## config.mk

```make
export PLATFORM = sky130hd
export DESIGN_NAME = bp_upsizer_flat
export DESIGN_NICKNAME = d
export VERILOG_FILES = /design/src/rtl/bp_upsizer_if.sv /design/src/rtl/bp_upsizer.sv /design/src/flat_wrapper.sv
export SDC_FILE = /design/constraint.sdc
export NUM_CORES = 1
export LEC_CHECK = 0
export ABC_AREA = 0
export ABC_CLOCK_PERIOD_IN_PS = 2900
export CAP_MARGIN = 20
export CORE_MARGIN = 5
export CORE_UTILIZATION = 24
export DETAILED_ROUTE_END_ITERATION = 10
export PLACE_DENSITY = 0.44
export SETUP_SLACK_MARGIN = 0.05
export SLEW_MARGIN = 20
export SYNTH_ARGS = -nofsm -noshare
export SYNTH_HDL_FRONTEND = slang
export SYNTH_SLANG_ARGS = --single-unit
```

## constraint.sdc

```tcl
create_clock -name clk_i -period 2.9 [get_ports clk_i]
set_input_delay 0.725 -clock clk_i [delete_from_list [all_inputs] [get_ports clk_i]]
set_output_delay 0.725 -clock clk_i [all_outputs]
set_load 0.005 [all_outputs]
```

## src/rtl/bp_upsizer_if.sv

```systemverilog
// Ready/valid bundle between a narrow beat source, the bp_upsizer packer and
// its wide-word sink. The packer takes the slave view; the environment driving
// beats in and taking words out takes the master view.
interface bp_upsizer_if #(
  parameter int IN_W  = 8,
  parameter int RATIO = 4
);
  // narrow input side
  logic [IN_W-1:0]       data_i;
  logic                  valid_i;
  logic                  last_i;
  logic                  ready_o;
  // wide output side
  logic [IN_W*RATIO-1:0] data_o;
  logic [RATIO-1:0]      strb_o;
  logic                  last_o;
  logic                  valid_o;
  logic                  ready_i;

  modport slave (
    input  data_i, valid_i, last_i, ready_i,
    output ready_o, data_o, strb_o, last_o, valid_o
  );

  modport master (
    output data_i, valid_i, last_i, ready_i,
    input  ready_o, data_o, strb_o, last_o, valid_o
  );
endinterface

```

## src/rtl/bp_upsizer.sv

```systemverilog
// Ready/valid width upsizer: packs RATIO consecutive IN_W-bit beats into one
// IN_W*RATIO-bit word, lane k = data_o[k*IN_W +: IN_W]. last_i closes a
// partial word early; strb_o marks the lanes that hold beats of the word.
// Optional feature macro: BP_UPSIZER_ZERO_FILL_EN -- when defined the
// accumulator is cleared whenever a word closes, so unused lanes of a partial
// word read 0; otherwise they carry stale (last written) lane data.
module bp_upsizer #(
  parameter int IN_W  = 8,
  parameter int RATIO = 4
) (
  input  logic        clk_i,
  input  logic        rst_i,
  bp_upsizer_if.slave bus
);

  localparam int              CW        = (RATIO > 1) ? $clog2(RATIO) : 1;
  localparam logic [CW-1:0]   LAST_LANE = CW'(RATIO - 1);

  typedef logic [RATIO-1:0][IN_W-1:0] word_t;

  // Reject configurations the packer cannot represent.
  if (RATIO < 2 || IN_W < 1) begin : g_bad_param
    $error("bp_upsizer: requires RATIO>=2 and IN_W>=1");
  end

  logic [CW-1:0]    cnt;
  word_t            acc;
  word_t            word_q;
  logic [RATIO-1:0] strb_q;
  logic             last_q;
  logic             valid_q;

  logic             ready;
  logic             accept;
  logic             close;
  word_t            word_next;
  logic [RATIO-1:0] strb_next;

  // Accept while the output register is empty or being drained this cycle;
  // only ready_i (never valid_i/last_i) reaches ready_o combinationally.
  assign ready  = !rst_i && (!valid_q || bus.ready_i);
  assign accept = bus.valid_i && ready;
  assign close  = accept && (bus.last_i || cnt == LAST_LANE);

  // Word as it would leave on a closing beat: accumulator with data_i merged
  // into the current lane, strobes set for lanes 0..cnt.
  always_comb begin
    // NOTE: every always_comb output gets a default first so no path leaves it unassigned and a latch is inferred.
    word_next      = acc;
    word_next[cnt] = bus.data_i;
    strb_next      = '0;
    for (int k = 0; k < RATIO; k++) begin
      strb_next[k] = (CW'(k) <= cnt);
    end
  end

  // Lane counter, accumulator and the held output word.
  always_ff @(posedge clk_i) begin
    // NOTE: state registers use non-blocking assignments so every register samples pre-edge values regardless of statement order.
    if (rst_i) begin
      cnt     <= '0;
      acc     <= '0;
      word_q  <= '0;
      strb_q  <= '0;
      last_q  <= 1'b0;
      valid_q <= 1'b0;
    end else begin
      if (accept) begin
`ifdef BP_UPSIZER_ZERO_FILL_EN
        if (close) acc <= '0;
        else       acc[cnt] <= bus.data_i;
`else
        acc[cnt] <= bus.data_i;
`endif
        cnt <= close ? '0 : cnt + 1'b1;
      end

      if (close) begin
        word_q  <= word_next;
        strb_q  <= strb_next;
        last_q  <= bus.last_i;
        valid_q <= 1'b1;
      end else if (valid_q && bus.ready_i) begin
        valid_q <= 1'b0;
      end
    end
  end

  assign bus.ready_o = ready;
  assign bus.data_o  = word_q;
  assign bus.strb_o  = strb_q;
  assign bus.last_o  = last_q;
  assign bus.valid_o = valid_q;

endmodule

```

## src/flat_wrapper.sv

```systemverilog
// flat-port wrapper written by rule: the top's interface ports become plain ports
module bp_upsizer_flat 
#(
  parameter int IN_W  = 8,
  parameter int RATIO = 4
)
  (clk_i, rst_i, bus_data_i, bus_valid_i, bus_last_i, bus_ready_i, bus_ready_o, bus_data_o, bus_strb_o, bus_last_o, bus_valid_o);
  bp_upsizer_if #(.IN_W(IN_W), .RATIO(RATIO)) bus_i ();
  input  logic clk_i;
  input  logic rst_i;
  input wire logic [$bits(bus_i.data_i)-1:0] bus_data_i;
  input wire logic [$bits(bus_i.valid_i)-1:0] bus_valid_i;
  input wire logic [$bits(bus_i.last_i)-1:0] bus_last_i;
  input wire logic [$bits(bus_i.ready_i)-1:0] bus_ready_i;
  output wire logic [$bits(bus_i.ready_o)-1:0] bus_ready_o;
  output wire logic [$bits(bus_i.data_o)-1:0] bus_data_o;
  output wire logic [$bits(bus_i.strb_o)-1:0] bus_strb_o;
  output wire logic [$bits(bus_i.last_o)-1:0] bus_last_o;
  output wire logic [$bits(bus_i.valid_o)-1:0] bus_valid_o;
  assign bus_i.data_i = bus_data_i;
  assign bus_i.valid_i = bus_valid_i;
  assign bus_i.last_i = bus_last_i;
  assign bus_i.ready_i = bus_ready_i;
  assign bus_ready_o = bus_i.ready_o;
  assign bus_data_o = bus_i.data_o;
  assign bus_strb_o = bus_i.strb_o;
  assign bus_last_o = bus_i.last_o;
  assign bus_valid_o = bus_i.valid_o;
  bp_upsizer #(.IN_W(IN_W), .RATIO(RATIO)) u_core (.clk_i(clk_i), .rst_i(rst_i), .bus(bus_i));
endmodule
```

# Yosys cells after proc, flatten, opt, wreduce, memory -nomap -nowiden
# Index checks and enable logic that the tools add are counted.
[totals]
ff_bits = 72
input_bits = 13
out_inout_bits = 39
wordCells = 36
[op_classes]
n_addsub = 1
n_lt_le_gt_ge = 6
n_eq_ne = 1
mux = 6
n_reduce_logical = 10
[ops]
columns = ["op", "count"]
rows = [
  ["$bwmux W32", 1],
  ["$demux W8 S2", 1],
  ["$mux W8", 1],
  ["$logic_and A1 B1 Y1", 5],
  ["$le A1 B2 Y1 const A", 2],
  ["$le A2 B2 Y1 const A", 2],
  ["$lt A2 B3 Y1 const B", 1],
  ["$add A2 B1 Y2 const B", 1],
  ["$eq A2 B2 Y1 const B", 1],
  ["$ge A2 B1 Y1 const B", 1],
  ["$logic_not A1 Y1", 2],
  ["$logic_or A1 B1 Y1", 2],
  ["$mux W1", 2],
  ["$mux W2", 1],
  ["$reduce_bool A2 Y1", 1],
]

# Longest topological paths before layout
# Gate-level depths: netlist (run 1).
[logic_depth]
ltp_word = 6
ltp_mapped = 7

# Worst setup path after synthesis (run 1)
# OpenSTA, ideal clock, no wires.
[synth_path]
path_type = "input to output"
from = "input rst_i"
to = "output bus_ready_o"
t_arrival_ns = 1.395
path_slack_ns = 0.780
path_stages = 3
n_path_buf = 2
cell_sequence = "buf_2 > buf_1 > nor2_1"
[synth_via]
elab_chain_len = 2
[synth_rtl]
columns = ["element", "line", "text"]
rows = [
  ["start, declared", "flat_wrapper.sv:10", "input logic rst_i;"],
  ["$logic_not A1 Y1", "bp_upsizer.sv:41", "assign ready = !rst_i && (!valid_q || bus.ready_i);"],
  ["$logic_and A1 B1 Y1", "bp_upsizer.sv:41", ""],
  ["end, declared", "flat_wrapper.sv:15", "output wire logic [$bits(bus_i.ready_o)-1:0] bus_ready_o;"],
]
# Every way passes these cells.

# Final worst setup path (run 1)
[layout_path]
from = "input bus_ready_i"
to = "output bus_ready_o"
[layout_via]
elab_chain_len = 2
[layout_rtl]
columns = ["element", "line", "text"]
rows = [
  ["start, declared", "flat_wrapper.sv:14", "input wire logic [$bits(bus_i.ready_i)-1:0] bus_ready_i;"],
  ["$logic_or A1 B1 Y1", "bp_upsizer.sv:41", ""],
  ["$logic_and A1 B1 Y1", "bp_upsizer.sv:41", ""],
]
# Every way passes these cells.

==> summary.log, run 1 <==
INFO  clock_tree     clkSlewWorstSetupHoldPaths=50ps
INFO  pwr            total_power_per_unit_cell_area=612.5mW/mm²
INFO  route          detailedRoute.firstIterationViolations=149
INFO  run            cap_viol_max_count=0
INFO  global_route   grt_overflow=0
INFO  floorplan      initial_core_util=0.2467
INFO  pwr            fin_total_pwr=2.508mW
INFO  route          avgRoutedWirePerCell=17.84µm
INFO  logic_synthesis netlist-cell-type-count=30
INFO  worst_setup_path path_cells=clkdlybuf4s50_1 > nor2b_1 > nor2_1 > clkdlybuf4s50_1
INFO  place          place.detailed.hpwl=5.871mm
INFO  place          placedCellCount=477
INFO  timing         setup_repair_after_global_routing_missed_its_margin=false
INFO  floorplan      die_w=124.3µm
INFO  global_route   grt_usage=0.1143
INFO  global_route   via_count_of_the_first_global_routing_pass=2,458
INFO  worst_setup_path critPathCaptureType=output port
INFO  timing         layout_worst_path_cycle_share=0.8879
INFO  worst_setup_path critical_path_class=in2out
INFO  logic_synthesis synth_top_area_share=0.4593
INFO  clock_tree     cts_setup_buffers=0
INFO  worst_setup_path start_kind=primary input
INFO  floorplan      coreArea=0.01272mm²
INFO  timing         tightest_slew=741.8ps
INFO  logic_synthesis yosys_warnings=0
INFO  route          drt_wl_total=8.779mm
INFO  cells_and_area final_nets=334
INFO  worst_setup_path crit_path_max_fo=2
INFO  logic_synthesis postSynthAreaPerCell=11.33µm²
INFO  logic_synthesis syn_nets=295
INFO  floorplan      io_pins=52
INFO  cells_and_area post-route-cell-area=0.004095mm²
INFO  logic_synthesis synth_area_leader_cell=sky130_fd_sc_hd__dfxtp_1
INFO  timing         timing.slew.headroom=0.5031
INFO  global_route   maximum_number_of_pins_on_one_net_before_global_route_repair=30
INFO  place          placement.io_buffers=51
INFO  clock_tree     tritoncts=built
INFO  worst_hold_path min_delay_path_depth=1
INFO  worst_setup_path reg2reg_depth=6
INFO  global_route   grt_antenna_before_repair=0
INFO  pwr            total_leakage_power=1.359nW
INFO  cells_and_area number_of_non_filler_instances_in_the_completed_layout=492
INFO  place          dpl-instance-area=0.003784mm²
INFO  cells_and_area syn_to_final_growth=30.50%
INFO  worst_setup_path worst_path_largest_cell_delay=510ps
INFO  floorplan      design.die.area=0.01546mm²
INFO  route          vias_per_cell=4.919
INFO  worst_setup_path worst_ep_arrival_time=1850ps
INFO  clock_tree     number_of_buffers_inserted_for_hold_repair_after_clock_tree_synthesis=0
INFO  status         result_of_the_run=completed
INFO  clock_tree     max_h_tree_level=3
INFO  timing         period_needed=2575ps
INFO  global_route   grt_pass1_wl=14.11mm
INFO  cells_and_area layout-drive-gt1-share=0.2000
INFO  timing         timing_hold_violations_final=0
INFO  worst_hold_path worstHoldPathType=reg2reg
INFO  logic_synthesis netlist_top_cells_area=sky130_fd_sc_hd__dfxtp_1 46%, sky130_fd_sc_hd__a211oi_2 11%, sky130_fd_sc_hd__mux2i_1 10%
INFO  clock_tree     clock_path_buffers=2
INFO  logic_synthesis yosysSeqAreaShare=0.4593
INFO  timing         setup_viol=0
INFO  route          ant_nets=0
INFO  worst_setup_path worst_path_most_repeated_cell=sky130_fd_sc_hd__clkdlybuf4s50_1
INFO  clock_tree     clkSinkCount=72
INFO  cells_and_area most-common-layout-cells=72 x sky130_fd_sc_hd__dfxtp_1, 50 x sky130_fd_sc_hd__clkdlybuf4s50_1, 37 x sky130_fd_sc_hd__a31oi_1
INFO  route          detailedRoute.firstPassIterationCount=4
INFO  cells_and_area layout_commonest_cell=sky130_fd_sc_hd__dfxtp_1
INFO  cells_and_area area_occupied_by_multi_input_gates=0.001463mm²
INFO  timing         fmax=388.4MHz
INFO  timing         finalSetupTns=0ps
INFO  pwr            vdd_drop_max=0.2531mV
INFO  cells_and_area antenna_cells_inserted=0
INFO  worst_setup_path critPathSlowestCell=sky130_fd_sc_hd__clkdlybuf4s50_1
INFO  cells_and_area fill_cells=1,350
INFO  cells_and_area ff_latch_area=0.001441mm²
INFO  floorplan      fp.dieH=124.3µm
INFO  clock_tree     post_cts.resized_instances=0
INFO  route          routed-via-count=2,420
INFO  clock_tree     cts-buffers-inserted=9
INFO  logic_synthesis synth_cells=277
INFO  clock_tree     clk_latency=330ps
INFO  worst_setup_path critical_path_required=2170ps
INFO  timing         slew_violations=0
INFO  route          detail_route.drc_violations=0
INFO  place          finalWeightedCongestion=0.7089
INFO  clock_tree     cts-root-buf=sky130_fd_sc_hd__clkbuf_16
INFO  logic_synthesis ys_ff_latch=72
INFO  timing         finClkSkew=9.194ps
INFO  logic_synthesis cell_area_synth=0.003138mm²
INFO  floorplan      placementRows=41
[synth_stat cells]
cell	count
sky130_fd_sc_hd__nand3_1	1
sky130_fd_sc_hd__ha_1	5
sky130_fd_sc_hd__o21ai_1	1
sky130_fd_sc_hd__buf_6	5
sky130_fd_sc_hd__buf_1	9
sky130_fd_sc_hd__and2_1	1
sky130_fd_sc_hd__o21a_1	2
sky130_fd_sc_hd__clkbuf_1	10
sky130_fd_sc_hd__a211oi_2	28
sky130_fd_sc_hd__and3_1	1
sky130_fd_sc_hd__dfxtp_1	72
sky130_fd_sc_hd__buf_2	13
sky130_fd_sc_hd__buf_4	4
sky130_fd_sc_hd__nand4_1	1
sky130_fd_sc_hd__a31oi_2	1
sky130_fd_sc_hd__inv_1	3
sky130_fd_sc_hd__nor2b_1	1
sky130_fd_sc_hd__a31o_1	2
sky130_fd_sc_hd__nor2_1	3
sky130_fd_sc_hd__o31ai_1	1
sky130_fd_sc_hd__a211oi_1	7
sky130_fd_sc_hd__a32o_1	24
sky130_fd_sc_hd__or2_1	1
sky130_fd_sc_hd__and3_4	1
sky130_fd_sc_hd__nand2_1	1
sky130_fd_sc_hd__nor2b_2	1
sky130_fd_sc_hd__a22o_1	8
sky130_fd_sc_hd__mux2i_1	32
sky130_fd_sc_hd__nand2b_1	1
sky130_fd_sc_hd__a31oi_1	37
[final cells by class]
type	instances	share of cell area
multi-input combinational	161	0.3572
sequential	72	0.3520
timing repair buffer	69	0.1595
clock buffer	10	0.05591
tap	172	0.05255
clock inverter	5	0.02016
inverter	3	0.002750
[where the power goes]
group	internal [mW]	switching [mW]
logic	0.137	0.158
registers	1.03	0.0216
clock network	0.750	0.411
[kinds of logic (layout without fill, tap and decap cells)]
kind of cell	count (synthesis)	after routing	share of synthesized area
AO/OA/AOI/OAI	111	111	0.3194
flip-flops	72	72	0.4593
buffers and inverters	44	87	0.07456
multiplexers	32	32	0.1021
AND/OR/NAND/NOR	13	13	0.02473
adder cells (fa/ha/maj)	5	5	0.01994
[critical path: cells and delay by family]
family / cells / cell delay [ps]
and+or+nand+nor: 2 / 150
buffers and inverters: 2 / 980
[registers in the layout, indices dropped and copies added (netlist names)]
signal and count:
u_core.acc 32, u_core.bus.data_o 32, u_core.bus.last_o 1, u_core.bus.strb_o 4
u_core.bus.valid_o 1, u_core.cnt 2
[routing by layer]
metal	GRT usage	routed length, µm	part of all wire
met1	0.1629	4477	0.51
met2	0.1644	3792	0.43
met3	0.03816	423	0.048
met5	0	0	0
met4	0.03030	86	0.0098
[path summary, 6_finish.rpt]
check | end | startpoint | slack [ps]
max | bus_ready_o | bus_ready_i | 330
min | u_core.acc[1] | u_core.acc[1] | 460
max reg2reg | u_core.bus.data_o[15] | u_core.cnt[0] | 1150
min reg2reg | u_core.acc[1] | u_core.acc[1] | 460
[metrics by stage]
stage	worst slack, ps	util	hold slack (ps)
CTS	317.0	0.3219	465.5
floorplan	780.2	-	441.2
detailed placement	323.4	0.2974	452.8
global placement	331.9	0.2974	446.1
finish	325.1	0.3219	461.8
global route	246.7	0.3219	482.1
Power figures use the tool's default switching activity.
==> inputs of run 2 (changes only) <==
--- a/config.mk
+++ b/config.mk
@@ -10,6 +10,8 @@
 export CAP_MARGIN = 20
 export CORE_MARGIN = 5
 export CORE_UTILIZATION = 24
+export CTS_BUF_LIST = sky130_fd_sc_hd__clkbuf_2
+export CTS_CLUSTER_DIAMETER = 30
 export DETAILED_ROUTE_END_ITERATION = 10
 export PLACE_DENSITY = 0.44
 export SETUP_SLACK_MARGIN = 0.05
==> run 2 against run 1 <==
Net effect: wire length is 0.99% higher; sequential power hardly changed; final cell count is 0.20% higher; combinational power hardly changed; non-clock buffer count stayed put; global-route usage hardly changed; via count is 0.79% higher; first-iteration DRC count is 19% higher; hold slack better by 26 ps; clock skew is 32 ps higher; die area stayed put; critical endpoint unchanged.
==> summary.log, run 2 (synthesized netlist as in run 1, its figures left out) <==
INFO  clock_tree     max_h_tree_level=3 [unchanged]
INFO  route          ant_nets=0 [unchanged]
INFO  clock_tree     cts_setup_buffers=0 [unchanged]
INFO  global_route   grt_usage=0.1145 [+0.0001794]
INFO  global_route   grt_pass1_wl=14.14mm [+0.20%]
INFO  worst_setup_path critPathCaptureType=output port
INFO  place          placement.io_buffers=51 [unchanged]
INFO  pwr            fin_total_pwr=2.000mW [-20%]
INFO  clock_tree     clkSinkCount=72 [unchanged]
INFO  global_route   global_route_layer_with_the_greatest_usage=met2
INFO  timing         timing_hold_violations_final=0 [unchanged]
INFO  clock_tree     cts-buffers-inserted=9 [unchanged]
INFO  timing         tightest_slew=736.8ps [-4.994 ps]
INFO  place          placedCellCount=477 [unchanged]
INFO  worst_setup_path critical_path_class=in2out
INFO  pwr            total_leakage_power=1.288nW [-5.2%]
INFO  cells_and_area post-route-cell-area=0.003919mm² [-4.3%]
INFO  global_route   grt_overflow=0 [unchanged]
INFO  global_route   use_met1=0.1631 [+0.0002623]
INFO  cells_and_area fill_cells=1,372 [+1.6%]
INFO  cells_and_area final_nets=334 [unchanged]
INFO  cells_and_area layout-drive-gt1-share=0.2031 [+0.003125]
INFO  worst_setup_path critical_path_required=2170ps [about the same]
INFO  global_route   grt_use_met2=0.1641 [-0.0003181]
INFO  route          detailedRoute.firstPassIterationCount=4 [unchanged]
INFO  timing         layout_worst_path_cycle_share=0.8878 [about the same]
INFO  place          finalWeightedCongestion=0.7089 [unchanged]
INFO  clock_tree     number_of_buffers_inserted_for_hold_repair_after_clock_tree_synthesis=0 [unchanged]
INFO  floorplan      coreArea=0.01272mm² [unchanged]
INFO  place          place.detailed.hpwl=5.871mm [unchanged]
INFO  place          dpl-instance-area=0.003784mm² [unchanged]
INFO  cells_and_area layout_commonest_cell=sky130_fd_sc_hd__dfxtp_1
INFO  clock_tree     clk_latency=520ps [+190 ps]
INFO  floorplan      fp.dieH=124.3µm [unchanged]
INFO  timing         setup_repair_after_global_routing_missed_its_margin=false
INFO  timing         setup_viol=0 [unchanged]
INFO  floorplan      design.die.area=0.01546mm² [unchanged]
INFO  floorplan      placementRows=41 [unchanged]
INFO  route          detailedRoute.firstIterationViolations=178 [+19%]
INFO  status         result_of_the_run=completed
INFO  cells_and_area most-common-layout-cells=72 x sky130_fd_sc_hd__dfxtp_1, 50 x sky130_fd_sc_hd__clkdlybuf4s50_1, 37 x sky130_fd_sc_hd__a31oi_1
INFO  timing         finalSetupTns=0ps [unchanged]
INFO  floorplan      die_w=124.3µm [unchanged]
INFO  cells_and_area area_occupied_by_multi_input_gates=0.001463mm² [unchanged]
INFO  cells_and_area ff_latch_area=0.001441mm² [unchanged]
INFO  floorplan      initial_core_util=0.2467 [unchanged]
INFO  clock_tree     cts-root-buf=sky130_fd_sc_hd__clkbuf_2
INFO  worst_setup_path worst_ep_arrival_time=1850ps [about the same]
INFO  global_route   maximum_number_of_pins_on_one_net_before_global_route_repair=30 [unchanged]
INFO  clock_tree     clock_path_buffers=2 [unchanged]
INFO  clock_tree     clkSlewWorstSetupHoldPaths=230ps [+180 ps]
INFO  clock_tree     post_cts.resized_instances=0 [unchanged]
INFO  route          avgRoutedWirePerCell=17.98µm [+0.79%]
INFO  timing         fmax=388.4MHz [about the same]
INFO  route          drt_wl_total=8.866mm [+0.99%]
INFO  timing         timing.slew.headroom=0.5065 [+0.003345]
INFO  run            cap_viol_max_count=0 [unchanged]
INFO  global_route   via_count_of_the_first_global_routing_pass=2,472 [+0.57%]
INFO  worst_setup_path start_kind=primary input
INFO  cells_and_area syn_to_final_growth=24.88%
INFO  timing         slew_violations=0 [unchanged]
INFO  pwr            total_power_per_unit_cell_area=510.4mW/mm² [-17%]
INFO  global_route   grt_antenna_before_repair=1 [+1]
INFO  clock_tree     tritoncts=built
INFO  pwr            vdd_drop_max=0.1607mV [-37%]
INFO  worst_setup_path crit_path_max_fo=2 [unchanged]
INFO  route          vias_per_cell=4.947 [+0.58%]
INFO  timing         finClkSkew=40.85ps [+31.66 ps]
INFO  floorplan      io_pins=52 [unchanged]
INFO  global_route   met3_usage=0.03731 [-0.0008576]
INFO  route          routed-via-count=2,439 [+0.79%]
INFO  cells_and_area number_of_non_filler_instances_in_the_completed_layout=493 [+0.20%]
INFO  timing         period_needed=2575ps [-0.2210 ps]
INFO  route          detail_route.drc_violations=0 [unchanged]
INFO  worst_hold_path worstHoldPathType=reg2reg
[run 2: cell types whose count changed in the layout (fill, tap and decap cells not counted)]
cell and change:
sky130_fd_sc_hd__clkbuf_2 +10, sky130_fd_sc_hd__clkbuf_16 -9, sky130_fd_sc_hd__clkbuf_1 -1, sky130_fd_sc_hd__diode_2 +1
[run 2: area by class of cell]
type                    instances  share of cell area
multi-input cells             161              0.3732
clock buffers                  10             0.01277
clock inverters                 5             0.02107
diodes                          1           0.0006386
inverters                       3            0.002874
well taps                     172             0.05492
flip-flops and latches         72              0.3678
repair buffers                 69              0.1667
[run 2: worst max-delay path, stage by stage]
cell and delay [ps]:
sky130_fd_sc_hd__clkdlybuf4s50_1 470, sky130_fd_sc_hd__nor2b_1 60, sky130_fd_sc_hd__nor2_1 90, sky130_fd_sc_hd__clkdlybuf4s50_1 510
[run 2: per-layer routing]
metal | vias to the layer above | wire length, µm
met1 | 1216 | 4518
li1 | 1159 | -
met2 | 56 | 3801
met5 | - | 0
met3 | 8 | 448
met4 | 0 | 97
[run 2: final timing paths]
check	start	endpoint	slack, ps	cells past startpoint
worst min-delay path	u_core.bus.last_o	u_core.bus.last_o	490	2
worst max register to register	u_core.cnt[0]	u_core.bus.data_o[15]	1110	6
worst max-delay path	bus_ready_i	bus_ready_o	330	4
worst min register to register	u_core.bus.last_o	u_core.bus.last_o	490	2
[run 2: power breakdown]
| group | total (mW) | leakage [nW] | switching [mW] | internal, mW |
|---|---|---|---|---|
| sequential | 1.05 | 0.586 | 0.0216 | 1.03 |
| clock | 0.651 | 0.0820 | 0.365 | 0.286 |
| combinational | 0.295 | 0.620 | 0.158 | 0.137 |
| total | 2.00 | 1.29 | 0.544 | 1.46 |
[run 2: stage by stage]
stage               utilization  hold WS [ps]  setup WS [ps]
global route             0.3080         518.0          246.7
floorplan                     -         441.2          780.2
global placement         0.2974         446.1          331.9
finish                   0.3080         487.8          325.3
CTS                      0.3078         489.6          317.0
detailed placement       0.2974         452.8          323.4
